--- src/rtl/rv32i_lsu_pkg.sv ---
// Shared encodings for the RV32I load/store unit: FSM states, access sizes, lane masks, latched request.
// No logic of its own; the helpers below are pure combinational decode.
package rv32i_lsu_pkg;

    localparam logic [1:0] ST_IDLE  = 2'd0;
    localparam logic [1:0] ST_ISSUE = 2'd1;
    localparam logic [1:0] ST_RESP  = 2'd2;

    localparam logic [1:0] SZ_BYTE = 2'd0;
    localparam logic [1:0] SZ_HALF = 2'd1;
    localparam logic [1:0] SZ_WORD = 2'd2;

    localparam logic [3:0] BE_BYTE    = 4'b0001;
    localparam logic [3:0] BE_HALF_LO = 4'b0011;
    localparam logic [3:0] BE_HALF_HI = 4'b1100;
    localparam logic [3:0] BE_WORD    = 4'b1111;

    typedef struct packed {
        logic        is_store;
        logic [1:0]  size;
        logic        umload;
        logic [4:0]  rd;
        logic [31:0] addr;
        logic [31:0] wdata;
    } lsu_req_t;

    // Both wen and ren are ordered {word, half, byte}.
    function automatic logic [1:0] size_of(input logic [2:0] sel);
        if (sel[2])
            size_of = SZ_WORD;
        else if (sel[1])
            size_of = SZ_HALF;
        else
            size_of = SZ_BYTE;
    endfunction

    function automatic logic [3:0] lane_be(input logic [1:0] size, input logic [1:0] off);
        case (size)
            SZ_BYTE: lane_be = BE_BYTE << off;
            SZ_HALF: lane_be = off[1] ? BE_HALF_HI : BE_HALF_LO;
            default: lane_be = BE_WORD;
        endcase
    endfunction

    function automatic logic is_misaligned(input logic [1:0] size, input logic [1:0] off);
        case (size)
            SZ_HALF: is_misaligned = off[0];
            SZ_WORD: is_misaligned = |off;
            default: is_misaligned = 1'b0;
        endcase
    endfunction

endpackage

--- src/rtl/rv32i_lsu_load_align.sv ---
// Picks the addressed byte/half out of a read word and sign- or zero-extends it.
// Purely combinational, no backpressure.
module lsu_load_align
    import rv32i_lsu_pkg::*;
(
    input  logic [31:0] rdata,
    input  logic [1:0]  addr,
    input  logic [1:0]  size,
    input  logic        umload,
    output logic [31:0] data
);

    logic [7:0]  byte_dat;
    logic [15:0] half_dat;

    assign byte_dat = rdata[{addr, 3'b000} +: 8];
    assign half_dat = rdata[{addr[1], 4'b0000} +: 16];

    always_comb begin
        data = rdata;
        case (size)
            SZ_BYTE: data = {{24{byte_dat[7] & ~umload}}, byte_dat};
            SZ_HALF: data = {{16{half_dat[15] & ~umload}}, half_dat};
            default: data = rdata;
        endcase
    end

endmodule

--- src/rtl/rv32i_lsu.sv ---
// RV32I load/store unit: one outstanding dmem access, lane steering, load writeback, bus timeout.
// Latency: accept N, dmem_req N+1, earliest wb/st_done N+2; req_ready only in IDLE, nothing is queued.
module rv32i_lsu
    import rv32i_lsu_pkg::*;
#(
    parameter int ACK_TIMEOUT = 255
) (
    input  logic        clk,
    input  logic        rst,
    input  logic        req_valid,
    output logic        req_ready,
    input  logic [2:0]  mem_wen,
    input  logic [2:0]  mem_ren,
    input  logic        umload,
    input  logic [31:0] addr,
    input  logic [31:0] wdata,
    input  logic [4:0]  rd_addr,
    output logic        dmem_req,
    output logic        dmem_we,
    output logic [31:0] dmem_addr,
    output logic [3:0]  dmem_be,
    output logic [31:0] dmem_wdata,
    input  logic        dmem_ack,
    input  logic [31:0] dmem_rdata,
    output logic        wb_valid,
    output logic [4:0]  wb_rd,
    output logic [31:0] wb_data,
    output logic        st_done,
    output logic        misaligned,
    output logic        illegal,
    output logic        bus_err
);

    localparam int CW = $clog2(ACK_TIMEOUT + 1);

    logic [1:0]    state;
    lsu_req_t      req_q;
    lsu_req_t      acc_req;
    logic [31:0]   rdata_q;
    logic [CW-1:0] wait_cnt;
    logic [31:0]   store_lanes;

    always_comb begin
        acc_req          = '0;
        acc_req.is_store = |mem_wen;
        acc_req.size     = size_of(mem_wen | mem_ren);
        acc_req.umload   = umload;
        acc_req.rd       = rd_addr;
        acc_req.addr     = addr;
        acc_req.wdata    = wdata;
    end

    always_ff @(posedge clk) begin
        if (rst) begin
            state      <= ST_IDLE;
            req_q      <= '0;
            rdata_q    <= '0;
            wait_cnt   <= '0;
            st_done    <= 1'b0;
            misaligned <= 1'b0;
            illegal    <= 1'b0;
            bus_err    <= 1'b0;
        end else begin
            st_done    <= 1'b0;
            misaligned <= 1'b0;
            illegal    <= 1'b0;
            bus_err    <= 1'b0;
            case (state)
                ST_IDLE: begin
                    if (req_valid) begin
                        req_q    <= acc_req;
                        wait_cnt <= '0;
                        if (!$onehot({mem_wen, mem_ren}))
                            illegal <= 1'b1;
                        else if (is_misaligned(acc_req.size, addr[1:0]))
                            misaligned <= 1'b1;
                        else
                            state <= ST_ISSUE;
                    end
                end
                ST_ISSUE: begin
                    if (dmem_ack) begin
                        if (req_q.is_store) begin
                            st_done <= 1'b1;
                            state   <= ST_IDLE;
                        end else begin
                            rdata_q <= dmem_rdata;
                            state   <= ST_RESP;
                        end
                    end else if (wait_cnt == CW'(ACK_TIMEOUT - 1)) begin
                        // Abandon the access; the slave never answered.
                        bus_err <= 1'b1;
                        state   <= ST_IDLE;
                    end else begin
                        wait_cnt <= wait_cnt + CW'(1);
                    end
                end
                ST_RESP: state <= ST_IDLE;
                default: state <= ST_IDLE;
            endcase
        end
    end

    always_comb begin
        case (req_q.size)
            SZ_BYTE: store_lanes = {4{req_q.wdata[7:0]}};
            SZ_HALF: store_lanes = {2{req_q.wdata[15:0]}};
            default: store_lanes = req_q.wdata;
        endcase
    end

    // Bus outputs are only meaningful while a request is on the wire; keep them quiet otherwise.
    assign req_ready  = (state == ST_IDLE);
    assign dmem_req   = (state == ST_ISSUE);
    assign dmem_we    = dmem_req & req_q.is_store;
    assign dmem_addr  = dmem_req ? {req_q.addr[31:2], 2'b00} : 32'h0;
    assign dmem_be    = dmem_req ? lane_be(req_q.size, req_q.addr[1:0]) : 4'h0;
    assign dmem_wdata = dmem_we ? store_lanes : 32'h0;

    assign wb_valid = (state == ST_RESP);
    assign wb_rd    = req_q.rd;

    lsu_load_align u_load_align (
        .rdata  (rdata_q),
        .addr   (req_q.addr[1:0]),
        .size   (req_q.size),
        .umload (req_q.umload),
        .data   (wb_data)
    );

endmodule

--- config.mk ---
export PLATFORM = sky130hd
export DESIGN_NAME = rv32i_lsu
export DESIGN_NICKNAME = d
export VERILOG_FILES = /design/src/rtl/rv32i_lsu_pkg.sv /design/src/rtl/rv32i_lsu_load_align.sv /design/src/rtl/rv32i_lsu.sv
export SDC_FILE = /design/constraint.sdc
export NUM_CORES = 1
export LEC_CHECK = 0
export CAP_MARGIN = 40
export CORE_MARGIN = 2
export CORE_UTILIZATION = 45
export DETAILED_ROUTE_END_ITERATION = 16
export GPL_ROUTABILITY_DRIVEN = 0
export PLACE_DENSITY = 0.87
export SLEW_MARGIN = 10
export SYNTH_ARGS = -nofsm -noshare
export SYNTH_HDL_FRONTEND = slang
export SYNTH_HIERARCHICAL = 1
export SYNTH_SLANG_ARGS = --single-unit
--- constraint.sdc ---
create_clock -name clk -period 3.3 [get_ports clk]
set_clock_uncertainty 0.05 [all_clocks]
set_input_delay 0.33 -clock clk [delete_from_list [all_inputs] [get_ports clk]]
set_output_delay 0.33 -clock clk [all_outputs]
set_load 0.01 [all_outputs]
==> metrics.txt, run 1 <==
Setup crit end kind output port; HP Start req_q[56]; clock latency on the worst-skew pair 420 ps; remaining routing DRC violations 0; total wire length 19.2 mm; PortBufs 222; leakage power 0.00323 uW; Reg2Reg Setup Slack 1150 ps; clk root buf clkbuf_16; Max clock buf depth 2; GRT overflow 0; vias per inst 5.38; crit share post-route 89.8%; fill cell count 1046; 1st-iter DRT viols 520; ys flop type dfxtp_1; Power Total 4050 uW; switching power 966 uW; Cells after Synth 793; f_max 337 MHz; Max-slew headroom 47.2%; Pre-antenna DRT Iters 6; Multi-input gate area 3180 sq um; Cell Area, Synth 5930 sq um; row count 41; Resize count post-CTS 0; Reg clk slew, reported paths 60 ps; sequential area share after synthesis 40.2%; Crit Reg-Reg Endpoint rdata_q[22]; Final Util 69.3%; WP data required 2920 ps; status complete, no violations; # diodes 0; die area 14100 sq um; CTS H-tree lvls 4; CP arrival 2580 ps; #FFs+latches synth 119; layout cells sized above 1 6.73%; gr usage total 27.5%; Worst Tran Pin Value 793 ps; CTS tree built; initial antenna violation count 0; vias in the first global route 6184; number of synthesized flops with an enable pin 0; RSZ-0062 raised after global routing no; I/O pin total 225; Yosys Warn Count 6; Slew Viols, Final 0; postcts setup bufs 0; Clk network pwr share 49.3%; CP Class reg -> out; WHS Endpoint req_q[56]; Initial Utilization 46.6%; Sequential Power Share 38.3%; r2r worst-path depth 7; sw frac 23.9%; Synth-to-Final Area Change 48.8%; hold_buf cts 0; first-pass GRT wire length 31.1 mm; Antenna Nets Post-Route 0; post-layout min period 2960 ps; CP max FO 40; Comb pwr share 12.4%; fin nets 1103; FF/Latch Area 2380 sq um; Critical Path Start Type flip-flop; Core ar. 12700 sq um; WL/cell 16.5 um; largest net degree at the start of global routing 78; post-synth cell types 52; Hold WC Path Type reg -> reg; max_cap viols 0; Hold Fails Final Rpt 0; Vert. Die Dim 119 um; Inserted Clock Buffers 17; final setup vio count 0; worst reg2reg path startpoint state[1]; Power per Cell Area 459 nW/um^2; Vias 6278; CTS Sinks 119; Post-DP HPWL 13.3 mm; Avg Inst Size Synth 7.48 sq um; worst vdd ir 400 uV; Power Internal 3080 uW; Post-synth ARST share 0%; DIE WIDTH 119 um; Hold Path Cell Cnt 2
-- cells in the final DEF, fill, tap and decap left out, drive strengths merged, types with 12 or more instances in the layout --
master	count
nor2	39
clkbuf	18
and2	30
buf	16
dfxtp	119
mux2i	25
a221o	12
inv	17
a21oi	126
nand2	244
clkdlybuf4s50	221
o21ai	29
-- sequential cells by signal, summed over array words and instances, names as in the netlist --
register    cells
bus_err         1
wait_cnt        8
illegal         1
req_q          68
state           2
wb_rd           5
misaligned      1
st_done         1
rdata_q        32
-- metal layers --
metal | GRT usage (%) | wire length (um) | vias to the layer above
met5 | 0 | 0 | -
met2 | 45.3 | 9220 | 301
met4 | 10.1 | 439 | 0
li1 | - | - | 3035
met3 | 12.1 | 2010 | 31
met1 | 31.6 | 7580 | 2911
-- how the worst max path moves through the flow --
| stage | from | end | slack (ps) | cells past startpoint |
|---|---|---|---|---|
| after global placement | mem_wen[1] | state[0] | 130 | 11 |
| after floorplan | mem_wen[0] | state[0] | 700 | 10 |
| after detailed placement | mem_wen[1] | state[0] | -20 | 11 |
| after CTS | state[0] | dmem_wdata[4] | 350 | 5 |
| final | state[0] | dmem_wdata[4] | 340 | 5 |
| after global routing | req_q[71] | wb_data[6] | 190 | 5 |
-- metrics by stage --
| stage | setup WS [ps] | hold WS (ps) | std cells | setup TNS [ps] | cell area (sq um) |
|---|---|---|---|---|---|
| CTS | 349 | 390 | 1167 | 0 | 8810 |
| detailed placement | -20.3 | 392 | 1136 | -20.3 | 8180 |
| global route | 193 | 387 | 1168 | 0 | 8820 |
| finish | 336 | 398 | 1168 | 0 | 8820 |
| global placement | 128 | 387 | 1136 | 0 | 8180 |
| floorplan | 704 | 357 | 794 | 0 | 5930 |
-- final cells by class --
class                      count  share of cell area (%)
clock buffer                  18                    4.86
clock inverter                13                    2.33
inverter                      17                   0.723
multi-input combinational    592                    36.1
sequential                   119                    27.0
tap                          172                    2.44
timing repair buffer         237                    26.6
-- cell families after synthesis --
family | share of synthesized area, %
and+or+nand+nor | 27.0
AOI/OAI and AO/OA | 18.9
DFF | 40.2
buffers and inverters | 6.50
muxes | 5.55
adders and majority gates | 1.86
other | 0.0632
-- power by group through the flow --
stage	combinational [uW]	sequential, uW	clock (uW)
after floorplan	267	1560	0
after global placement	483	1570	0
after detailed placement	493	1580	0
after CTS	499	1550	2020
after global routing	550	1560	2110
final	502	1550	2000
-- synth_stat cells, types with 3 or more instances --
cell type,number,share of area [%]
mux2i_1,25,4.2
buf_4,8,1.0
a221o_1,12,2.0
and2_1,30,3.2
nand2_1,244,15
nor2_1,39,2.5
nor3b_2,3,0.63
nor3_1,4,0.34
o221a_2,3,0.57
a22o_1,8,1.2
clkbuf_1,35,2.2
and4b_1,4,0.68
buf_2,20,1.7
fa_1,3,1.0
nor3b_1,3,0.38
nor2b_1,3,0.32
a21oi_1,126,11
dfxtp_1,119,40
nand3_1,3,0.25
mux2_2,5,0.95
and3_1,8,0.84
or3_1,4,0.42
ha_1,4,0.84
o21ai_0,29,2.4
inv_1,15,0.95
nand2b_1,4,0.42
-- critical path, stage by stage, from the launching register on --
cell and delay (ps):
dfxtp_1 520, nand2b_1 330, inv_2 130, buf_4 330
and3_1 240, clkdlybuf4s50_1 590
Note: power is estimated with default switching activity, not from simulation.
==> inputs of run 2 (changes only) <==
--- a/config.mk
+++ b/config.mk
@@ -11,6 +11,7 @@
 export DETAILED_ROUTE_END_ITERATION = 16
 export GPL_ROUTABILITY_DRIVEN = 0
 export PLACE_DENSITY = 0.87
+export SKIP_LAST_GASP = 1
 export SLEW_MARGIN = 10
 export SYNTH_ARGS = -nofsm -noshare
 export SYNTH_HDL_FRONTEND = slang
==> results of run 2 <==
Final layout, timing and power as in run 1 (identical DEF).
==> inputs of run 3 (changes only) <==
--- a/config.mk
+++ b/config.mk
@@ -10,6 +10,7 @@
 export CORE_UTILIZATION = 45
 export DETAILED_ROUTE_END_ITERATION = 16
 export GPL_ROUTABILITY_DRIVEN = 0
+export GPL_TIMING_DRIVEN = 1
 export PLACE_DENSITY = 0.87
 export SKIP_LAST_GASP = 1
 export SLEW_MARGIN = 10
@@ -17,3 +18,4 @@
 export SYNTH_HDL_FRONTEND = slang
 export SYNTH_HIERARCHICAL = 1
 export SYNTH_SLANG_ARGS = --single-unit
+export TNS_END_PERCENT = 50
==> constraint.sdc (replaced) <==
create_clock -name clk -period 3.1 [get_ports clk]
set_clock_uncertainty 0.05 [all_clocks]
set_input_delay 0.31 -clock clk [delete_from_list [all_inputs] [get_ports clk]]
set_output_delay 0.31 -clock clk [all_outputs]
set_load 0.01 [all_outputs]
==> run 3 against run 2 <==
Against the previous run: critical path depth unchanged; worst setup slack got worse by 160 ps; clock-buffer cell count increased by 4; sequential share of layout area about the same; sequential power grew 7%; clock power barely moved; register-to-register slack worse by 170 ps; combinational power is 5.0% higher; first-iteration DRC count up 3.1%; utilization barely moved; cell area hardly changed; critical path type unchanged; critical endpoint is now dmem_wdata[14]; largest power group unchanged.
==> metrics.txt, run 3 (same netlist as run 1, synthesis figures left out) <==
Post-DP HPWL 13.3 mm; Reg clk slew, reported paths 60 ps; worst vdd ir 499 uV; Critical Path Start Type flip-flop; Worst Tran Pin Value 877 ps; Antenna Nets Post-Route 0; total wire length 19.3 mm; RSZ-0062 raised after global routing no; die area 14100 sq um; # diodes 0; CTS H-tree lvls 4; CP max FO 37; Synth-to-Final Area Change 48.7%; vias in the first global route 6011; Top reg by flops req_q; Resize count post-CTS 0; DIE WIDTH 119 um; Vert. Die Dim 119 um; largest net degree at the start of global routing 84; row count 41; Pre-antenna DRT Iters 5; remaining routing DRC violations 0; Power per Cell Area 472 nW/um^2; critical path's slowest cell clkdlybuf4s50_1; Hold Fails Final Rpt 0; Slew Viols, Final 0; clock latency on the worst-skew pair 410 ps; Largest register FFs 68; 1st-iter DRT viols 536; I/O pin total 225; max_cap viols 0; Critical Path, Cell by Cell buf_12 -> nor2_1 -> nand2_1 -> a21oi_1 -> clkdlybuf4s50_1; vias per inst 5.31; Post-Layout Cell Count 1172; gr usage total 27.4%; f_max 342 MHz; dpl ws -106 ps; buffer and inverter count on the worst path 2; CTS Sinks 119; final setup vio count 0; Power Total 4160 uW; WP data required 2740 ps; Hold WC Path Type in -> reg; Initial Utilization 46.6%; PortBufs 222; crit-path max cell delay 590 ps; Vias 6228; WL/cell 16.5 um; Setup crit end kind output port; status complete, no violations; initial antenna violation count 0; first-pass GRT wire length 30.7 mm; fin nets 1107; Inserted Clock Buffers 17; Core ar. 12700 sq um; most frequent cells in the layout nand2_1 (243), clkdlybuf4s50_1 (221), a21oi_1 (126), dfxtp_1 (118), nor2_1 (39); clk root buf clkbuf_16; Final Instance Area 8820 sq um; GRT overflow 0; post-layout min period 2920 ps; Post-Place Cells 1141; CTS tree built; delay-heaviest family, CP buffers and inverters; hold_buf cts 0; Max-slew headroom 41.5%; CP Class reg -> out; Max clock buf depth 2; CP arrival 2560 ps; biggest regs req_q: 68 flops, rdata_q: 32 flops, wait_cnt: 8 flops; Placed Area 8230 sq um; layout cells sized above 1 6.90%; crit share post-route 94.2%; fin worst setup slack 179 ps; leakage power 0.00324 uW; commonest non-fill, non-tap cell in the layout nand2_1; postcts setup bufs 0
## run 3: cell types whose count changed in the layout (fill, tap and decap cells not counted), sizes merged
| cell | previous run | this run |
|---|---|---|
| buf | 16 | 20 |
| clkbuf | 18 | 22 |
| bufinv | 5 | 3 |
| clkinv | 5 | 4 |
| clkinvlp | 3 | 2 |
## run 3: worst paths after layout
check | start | end | slack, ps | depth (start not counted)
min reg2reg | req_q[54] | req_q[54] | 400 | 2
max | req_q[71] | dmem_wdata[14] | 180 | 5
max reg2reg | state[1] | rdata_q[22] | 980 | 7
min | wdata[13] | req_q[13] | 390 | 3
## run 3: worst register-to-register path, cell delays in order, from the launching register on
cell and delay (ps):
dfxtp_1 480, nand2b_1 400, inv_2 70, buf_4 250
nand3b_1 170, buf_4 350, nand2_1 100, a21oi_1 170
## run 3: where the power goes
group / internal [uW] / switching (uW)
registers: 1600 / 63.6
clock network: 1290 / 679
logic: 272 / 255
total: 3160 / 998
## run 3: routing by layer
layer,wire length [um],global-route usage (%)
met5,0,0
met3,2000,12.7
met4,407,8.78
met1,7540,31.5
met2,9340,45.2
## run 3: area by class of cell
class                   instances  area (sq um)
fillers                      1045          3900
well taps                     172           215
flip-flops and latches        119          2380
inverters                      17          63.8
repair buffers                241          2390
multi-input cells             592          3180
clock inverters                 9           125
clock buffers                  22           464
## run 3: through the flow
stage | util [%] | TNS (ps) | hold slack [ps]
floorplan | - | 0 | 337
finish | 69.3 | 0 | 389
CTS | 69.3 | 0 | 372
global placement | 64.7 | -30.6 | 387
detailed placement | 64.7 | -128 | 395
global route | 69.3 | 0 | 370
